===== src/rtl/sudoku_puzzle_server.sv =====
// Host-side puzzle server for the sudoku core: assembles 36-bit host rows into
// 324-bit puzzles, queues them for the core, and streams captured answers back as rows.
module sudoku_puzzle_server #(
  parameter int QDEPTH = 4,
  parameter int RDEPTH = 4,
  parameter int CNT_W  = 16
) (
  input  logic             clk,
  input  logic             rst,
  input  logic             run,
  output logic             go,
  input  logic             in_row_valid,
  input  logic [35:0]      in_row_data,
  output logic             in_row_ready,
  output logic [323:0]     puzzle_in,
  output logic             puzzle_avail,
  input  logic             read_puzzle,
  input  logic [323:0]     puzzle_out,
  input  logic             done_puzzle,
  output logic             out_row_valid,
  output logic [35:0]      out_row_data,
  output logic             out_row_last,
  input  logic             out_row_ready,
  output logic [CNT_W-1:0] underflow_cnt,
  output logic             overflow,
  output logic [CNT_W-1:0] solved_cnt
);

  localparam int QAW = $clog2(QDEPTH);
  localparam int RAW = $clog2(RDEPTH);
  localparam logic [QAW:0] Q_FULL = (QAW+1)'(QDEPTH);
  localparam logic [RAW:0] R_FULL = (RAW+1)'(RDEPTH);

  // Rows 0..7 of the puzzle under assembly; row 8 goes straight into the queue.
  logic [323:36]    asm_r;
  logic [3:0]       lr_r;
  logic [323:0]     qmem_r [QDEPTH];
  logic [QAW-1:0]   qwr_ptr_r;
  logic [QAW-1:0]   qrd_ptr_r;
  logic [QAW:0]     qcount_r;
  logic [323:0]     rmem_r [RDEPTH];
  logic [RAW-1:0]   rwr_ptr_r;
  logic [RAW-1:0]   rrd_ptr_r;
  logic [RAW:0]     rcount_r;
  logic [3:0]       ur_r;
  logic [CNT_W-1:0] underflow_cnt_r;
  logic [CNT_W-1:0] solved_cnt_r;
  logic             overflow_r;
  logic             go_r;

  logic             row_accept_s;
  logic             push_s;
  logic             pop_s;
  logic             cap_s;
  logic             rpop_s;
  logic [323:0]     res_word_s;
  logic [35:0]      res_row_s;

  assign in_row_ready  = (qcount_r < Q_FULL);
  assign puzzle_avail  = (qcount_r != '0) && (rcount_r < R_FULL);
  assign out_row_valid = (rcount_r != '0);
  assign out_row_last  = (ur_r == 4'd8);
  assign underflow_cnt = underflow_cnt_r;
  assign solved_cnt    = solved_cnt_r;
  assign overflow      = overflow_r;
  assign go            = go_r;

  assign row_accept_s = in_row_valid && in_row_ready;
  assign push_s       = row_accept_s && (lr_r == 4'd8);
  assign pop_s        = read_puzzle && (qcount_r != '0);
  assign cap_s        = done_puzzle && (rcount_r < R_FULL);
  assign rpop_s       = out_row_valid && out_row_ready && (ur_r == 4'd8);
  assign res_word_s   = rmem_r[rrd_ptr_r];

  // Queue head presented to the core, zero when nothing is queued.
  always_comb begin
    if (qcount_r != '0) begin
      puzzle_in = qmem_r[qrd_ptr_r];
    end else begin
      puzzle_in = 324'd0;
    end
  end

  // Select the current result row for the host.
  always_comb begin
    case (ur_r)
      4'd0:    res_row_s = res_word_s[323:288];
      4'd1:    res_row_s = res_word_s[287:252];
      4'd2:    res_row_s = res_word_s[251:216];
      4'd3:    res_row_s = res_word_s[215:180];
      4'd4:    res_row_s = res_word_s[179:144];
      4'd5:    res_row_s = res_word_s[143:108];
      4'd6:    res_row_s = res_word_s[107:72];
      4'd7:    res_row_s = res_word_s[71:36];
      4'd8:    res_row_s = res_word_s[35:0];
      default: res_row_s = 36'd0;
    endcase
    if (rcount_r != '0) begin
      out_row_data = res_row_s;
    end else begin
      out_row_data = 36'd0;
    end
  end

  // Core enable follows the host run bit by one cycle.
  always_ff @(posedge clk or posedge rst) begin
    if (rst) begin
      go_r <= 1'b0;
    end else begin
      go_r <= run;
    end
  end

  // Row assembly: each accepted row lands in slot lr_r.
  always_ff @(posedge clk or posedge rst) begin
    if (rst) begin
      asm_r <= '0;
      lr_r  <= 4'd0;
    end else if (row_accept_s) begin
      case (lr_r)
        4'd0:    asm_r[323:288] <= in_row_data;
        4'd1:    asm_r[287:252] <= in_row_data;
        4'd2:    asm_r[251:216] <= in_row_data;
        4'd3:    asm_r[215:180] <= in_row_data;
        4'd4:    asm_r[179:144] <= in_row_data;
        4'd5:    asm_r[143:108] <= in_row_data;
        4'd6:    asm_r[107:72]  <= in_row_data;
        4'd7:    asm_r[71:36]   <= in_row_data;
        default: asm_r          <= asm_r;
      endcase
      lr_r <= (lr_r == 4'd8) ? 4'd0 : lr_r + 4'd1;
    end
  end

  // Puzzle queue storage; pointers alone define validity, so no reset is needed.
  always_ff @(posedge clk) begin
    if (push_s) begin
      qmem_r[qwr_ptr_r] <= {asm_r, in_row_data};
    end
  end

  // Puzzle queue pointers, occupancy and underflow statistics.
  always_ff @(posedge clk or posedge rst) begin
    if (rst) begin
      qwr_ptr_r       <= '0;
      qrd_ptr_r       <= '0;
      qcount_r        <= '0;
      underflow_cnt_r <= '0;
    end else begin
      if (push_s) begin
        qwr_ptr_r <= qwr_ptr_r + QAW'(1);
      end
      if (pop_s) begin
        qrd_ptr_r <= qrd_ptr_r + QAW'(1);
      end
      case ({push_s, pop_s})
        2'b10:   qcount_r <= qcount_r + (QAW+1)'(1);
        2'b01:   qcount_r <= qcount_r - (QAW+1)'(1);
        default: qcount_r <= qcount_r;
      endcase
      if (read_puzzle && (qcount_r == '0) && (underflow_cnt_r != {CNT_W{1'b1}})) begin
        underflow_cnt_r <= underflow_cnt_r + CNT_W'(1);
      end
    end
  end

  // Result buffer storage.
  always_ff @(posedge clk) begin
    if (cap_s) begin
      rmem_r[rwr_ptr_r] <= puzzle_out;
    end
  end

  // Result capture, row unloader and sticky overflow.
  always_ff @(posedge clk or posedge rst) begin
    if (rst) begin
      rwr_ptr_r    <= '0;
      rrd_ptr_r    <= '0;
      rcount_r     <= '0;
      ur_r         <= 4'd0;
      solved_cnt_r <= '0;
      overflow_r   <= 1'b0;
    end else begin
      if (cap_s) begin
        rwr_ptr_r <= rwr_ptr_r + RAW'(1);
        if (solved_cnt_r != {CNT_W{1'b1}}) begin
          solved_cnt_r <= solved_cnt_r + CNT_W'(1);
        end
      end
      if (done_puzzle && (rcount_r == R_FULL)) begin
        overflow_r <= 1'b1;
      end
      if (out_row_valid && out_row_ready) begin
        ur_r <= (ur_r == 4'd8) ? 4'd0 : ur_r + 4'd1;
      end
      if (rpop_s) begin
        rrd_ptr_r <= rrd_ptr_r + RAW'(1);
      end
      case ({cap_s, rpop_s})
        2'b10:   rcount_r <= rcount_r + (RAW+1)'(1);
        2'b01:   rcount_r <= rcount_r - (RAW+1)'(1);
        default: rcount_r <= rcount_r;
      endcase
    end
  end

endmodule


===== config.mk =====
export PLATFORM = sky130hd
export DESIGN_NAME = sudoku_puzzle_server
export DESIGN_NICKNAME = d
export VERILOG_FILES = /design/src/rtl/sudoku_puzzle_server.sv
export SDC_FILE = /design/constraint.sdc
export NUM_CORES = 2
export LEC_CHECK = 0
export ABC_AREA = 1
export CORE_UTILIZATION = 25
export DETAILED_ROUTE_END_ITERATION = 7
export HOLD_SLACK_MARGIN = 0.08
export SYNTH_ARGS = -nofsm -noshare
export SYNTH_HDL_FRONTEND = slang
export SYNTH_SLANG_ARGS = --single-unit

===== constraint.sdc =====
create_clock -name clk -period 16.01 [get_ports clk]
set_clock_uncertainty 0.05 [all_clocks]
set_input_delay 4.0025 -clock clk [delete_from_list [all_inputs] [get_ports clk]]
set_output_delay 4.0025 -clock clk [all_outputs]
set_load 0.03 [all_outputs]

==> flow_results.org <==
** STA
- Final clock period utilization by the worst path :: 0.630
- At the pin with the least slew margin, the transition time is 1.23 ns.
- The worst pin sits at a relative slew slack of 0.180.
- For this run, the top clock speed supported by timing is 99.2 MHz.
- Total of endpoints with negative setup slack in the final report :: 0
- In the post-route analysis, the smallest setup slack over all paths is 5.93 ns.
- RSZ-0062 raised after global routing :: false
- Final hold vios :: 0
- For the finished layout, the period the worst path requires is 10.08 ns.
- Post-route setup TNS :: 0 ns
- Final Max Slew Viols :: 0

** Cells and area
- From synthesis to final layout, the design area changed by 20.9%.
- Design Area, Final :: 0.142 mm2
- Fraction of the core area covered by cells at the end of the flow :: 0.304
- The final layout contains 11388 nets.
- Fraction of layout instances using a drive strength above 1 :: 0.0549
- Count of filler cells inserted in the layout :: 47069

** Power and ir drop
- Peak supply drop :: 0.000216 V
- Power density cells :: 195 mW/mm2
- Pleak :: 52.4 nW
- The design draws 0.0278 W.

** Synth
- Top FF cell, synth :: edfxtp_1
- Mapped Cells :: 10335
- The mapped netlist covers 0.118 mm2.
- Number of enable flip-flop cells after synthesis :: 2592
- Total nets after synthesis :: 10724
- For this run, the number of Yosys warnings is 0.
- A synthesized cell averages 11.4 um2.
- Synthesis instantiated 31 different standard cells from the library.
- Synth Register Bits :: 2936
- FFs w/ async S/R, synth :: 0.117
- Part of the Yosys area used for sequential elements :: 0.735

** GRT
- Initial antenna violation count :: 156
- Number of global-route vias before repair :: 71116
- The total overflow left after global routing is 0.
- GRT Util Overall :: 0.149
- The first global-routing pass estimated 518000 um of wire.
- Entering global routing, the biggest net connects 185 pins.

** Floorplan
- Die Width :: 688 um
- For this configuration, the core starts out at a cell density of 0.251.
- Std-Cell Rows :: 251
- Die Ht :: 688 um
- Top-level I/O count :: 765
- Die footprint :: 0.473 mm2
- Standard cell core area :: 0.468 mm2

** Clock tree
- Post-CTS setup repair buffer count :: 0
- CTS H-tree depth :: 5
- Clock tree synthesis selected as its root buffer the cell clkbuf_16.
- Clock tree from TritonCTS :: yes
- Count of clock tree sinks :: 2936
- Clock latency on the worst-skew pair, taken at its later pin, is 0.93 ns.
- In this run, CTS created clock tree buffers numbering 323.
- Register clock-pin slew on the reported worst setup and hold paths :: 0.06 ns
- Hold-fix buffer count after cts :: 0
- The number of gates resized after CTS was 0.
- Bufs on Longest Clock Path :: 4

** Job
- Max-capacitance violation count :: 0

** Critical path
- Max incr delay on CP :: 1.04 ns
- Arrival time of data at the critical path endpoint :: 6.03 ns
- Data on the critical path is required at its endpoint by 11.96 ns.
- STA classifies the critical path endpoint as a primary output.
- Kind of cell with the highest combined delay on the critical path :: buffers and inverters
- Among all stages on the critical path, the largest delay is contributed by dfrtp_4.
- Peak fanout along the critical path :: 184
- CP Cell Sequence :: buf_12 > buf_4 > buf_4 > nor2_1 > nor2_1 > o21ai_0 > a21oi_1 > clkdlybuf4s50_1
- CP bufs+invs :: 4
- Worst setup SP type :: register
- Startpoint-to-endpoint class of the critical path :: reg -> out

** Placed design
- The count of buffers added on input and output ports is 764.
- In this run the cell area measured after placement is 0.132 mm2.
- At the placement stage, the worst setup path has a slack of 6.91 ns.
- Final Wtd Congestion :: 0.782
- Summed over all nets, the half-perimeter wirelength after detailed placement is 224000 um.

** Route
- DRT iter0 DRCs :: 7152
- In the routed design, unresolved DRC markers number 0.
- Detailed Route WL :: 369000 um
- Wirelength per Cell :: 21.1 um
- After detailed routing, the number of vias per cell comes to 4.39.
- Initial DRT Pass Iterations :: 6
- ANT nets after route :: 0
- Number of vias in the routed layout :: 76866

** Status
- Outcome :: finished clean

** Worst hold path
- In this run the worst hold path is classified as reg -> reg.
==> per-stage QoR <==
stage | cells | hold WS, ns
final | 17498 | 0.419
after global routing | 17456 | 0.431
after CTS | 17445 | 0.417
after detailed placement | 16872 | 0.415
after global placement | 16872 | 0.399
after floorplan | 10335 | 0.396
==> state kept, by name (all words and copies together) (netlist names) <==
signal and count:
go 1, qwr_ptr_r 2, solved_cnt 16, rmem_r 1296
underflow_cnt 16, rrd_ptr_r 2, qmem_r 1296, rwr_ptr_r 2
asm_r 288, qcount_r 3, ur_r 4, qrd_ptr_r 2
overflow 1, rcount_r 3, lr_r 4
==> cell usage in the layout, fill, tap and decap left out, drive strengths merged <==
cell	instances
clkinvlp	8
ha	20
diode	53
clkinv	113
edfxtp	2592
o21ai	1032
fa	2
clkbuf	431
inv	867
or2	1
xnor2	6
nor3	10
nand2	1899
a21oi	545
xor2	28
nor4	1
buf	134
nand3	460
nor2	1964
nand3b	2
a31o	1
dfrtp	344
nor3b	1
clkdlybuf4s50	764
nand4	5
bufinv	17
==> routing by layer <==
metal	up-vias	track usage	wire, um
met5	-	0	578
met4	90	0.0447	11500
met3	641	0.0363	32100
met2	2703	0.252	178000
met1	37319	0.189	147000
li1	36113	-	-
==> cell families after synthesis <==
| family | after synthesis | share of synthesized area |
|---|---|---|
| AND/OR/NAND/NOR | 4343 | 0.144 |
| flip-flops | 2936 | 0.735 |
| AO/OA/AOI/OAI | 1578 | 0.0671 |
| buffers and inverters | 1422 | 0.0491 |
| XOR/XNOR | 34 | 0.00253 |
| adder cells (fa/ha/maj) | 22 | 0.00247 |
==> worst reg2reg max path, stage by stage (launching register included) <==
cell and delay [ns]:
dfrtp_1 0.40, inv_1 0.14, ha_1 0.24, nand3_1 0.11
nor2_1 0.29, inv_1 0.28, nor2_4 0.23, buf_12 0.53
buf_12 0.76, buf_4 1.10
==> path summary, 6_finish.rpt <==
| kind | startpoint | end | slack [ns] | cells after the start |
|---|---|---|---|---|
| worst max-delay path | qrd_ptr_r[0] | puzzle_in[78] | 5.93 | 8 |
| worst min-delay path | asm_r[257] | qmem_r[3][257] | 0.42 | 0 |
| worst max register to register | lr_r[0] | qmem_r[0][224] | 11.41 | 9 |
| worst min register to register | asm_r[257] | qmem_r[3][257] | 0.42 | 0 |
| max in group asynchronous | rst | asm_r[227] | 10.24 | 4 |
| min in group asynchronous | rst | underflow_cnt[15] | 3.54 | 2 |
==> synthesized netlist by cell type, drive strengths merged (6+ instances only) <==
master / n / area (um2)
clkbuf: 252 / 946
xnor2: 6 / 52.6
nand3: 460 / 2300
a21oi: 545 / 2730
edfxtp: 2592 / 77800
buf: 307 / 1590
ha: 20 / 250
dfrtp: 344 / 8610
nor3: 10 / 60.1
xor2: 28 / 245
nor2: 1964 / 7420
inv: 861 / 3230
nand2: 1899 / 7130
o21ai: 1032 / 5160
==> cell type report <==
cell class	instances	area [um2]	share of cell area
Multi-Input combinational cell	5977	25600	0.180
Clock buffer	431	8720	0.0613
Sequential cell	2936	86500	0.608
Tap cell	6198	7750	0.0545
Timing Repair Buffer	898	8840	0.0621
Inverter	863	3280	0.0231
Clock inverter	142	1480	0.0104
Antenna cell	53	133	0.000932
==> where the power goes <==
| part | internal [W] | switching (W) | total [W] | leakage, nW |
|---|---|---|---|---|
| registers | 0.00963 | 0.000621 | 0.0102 | 27.8 |
| logic | 0.00311 | 0.00720 | 0.0103 | 19.7 |
| clock network | 0.00412 | 0.00309 | 0.00721 | 4.93 |
(Power assumes the default switching activity.)
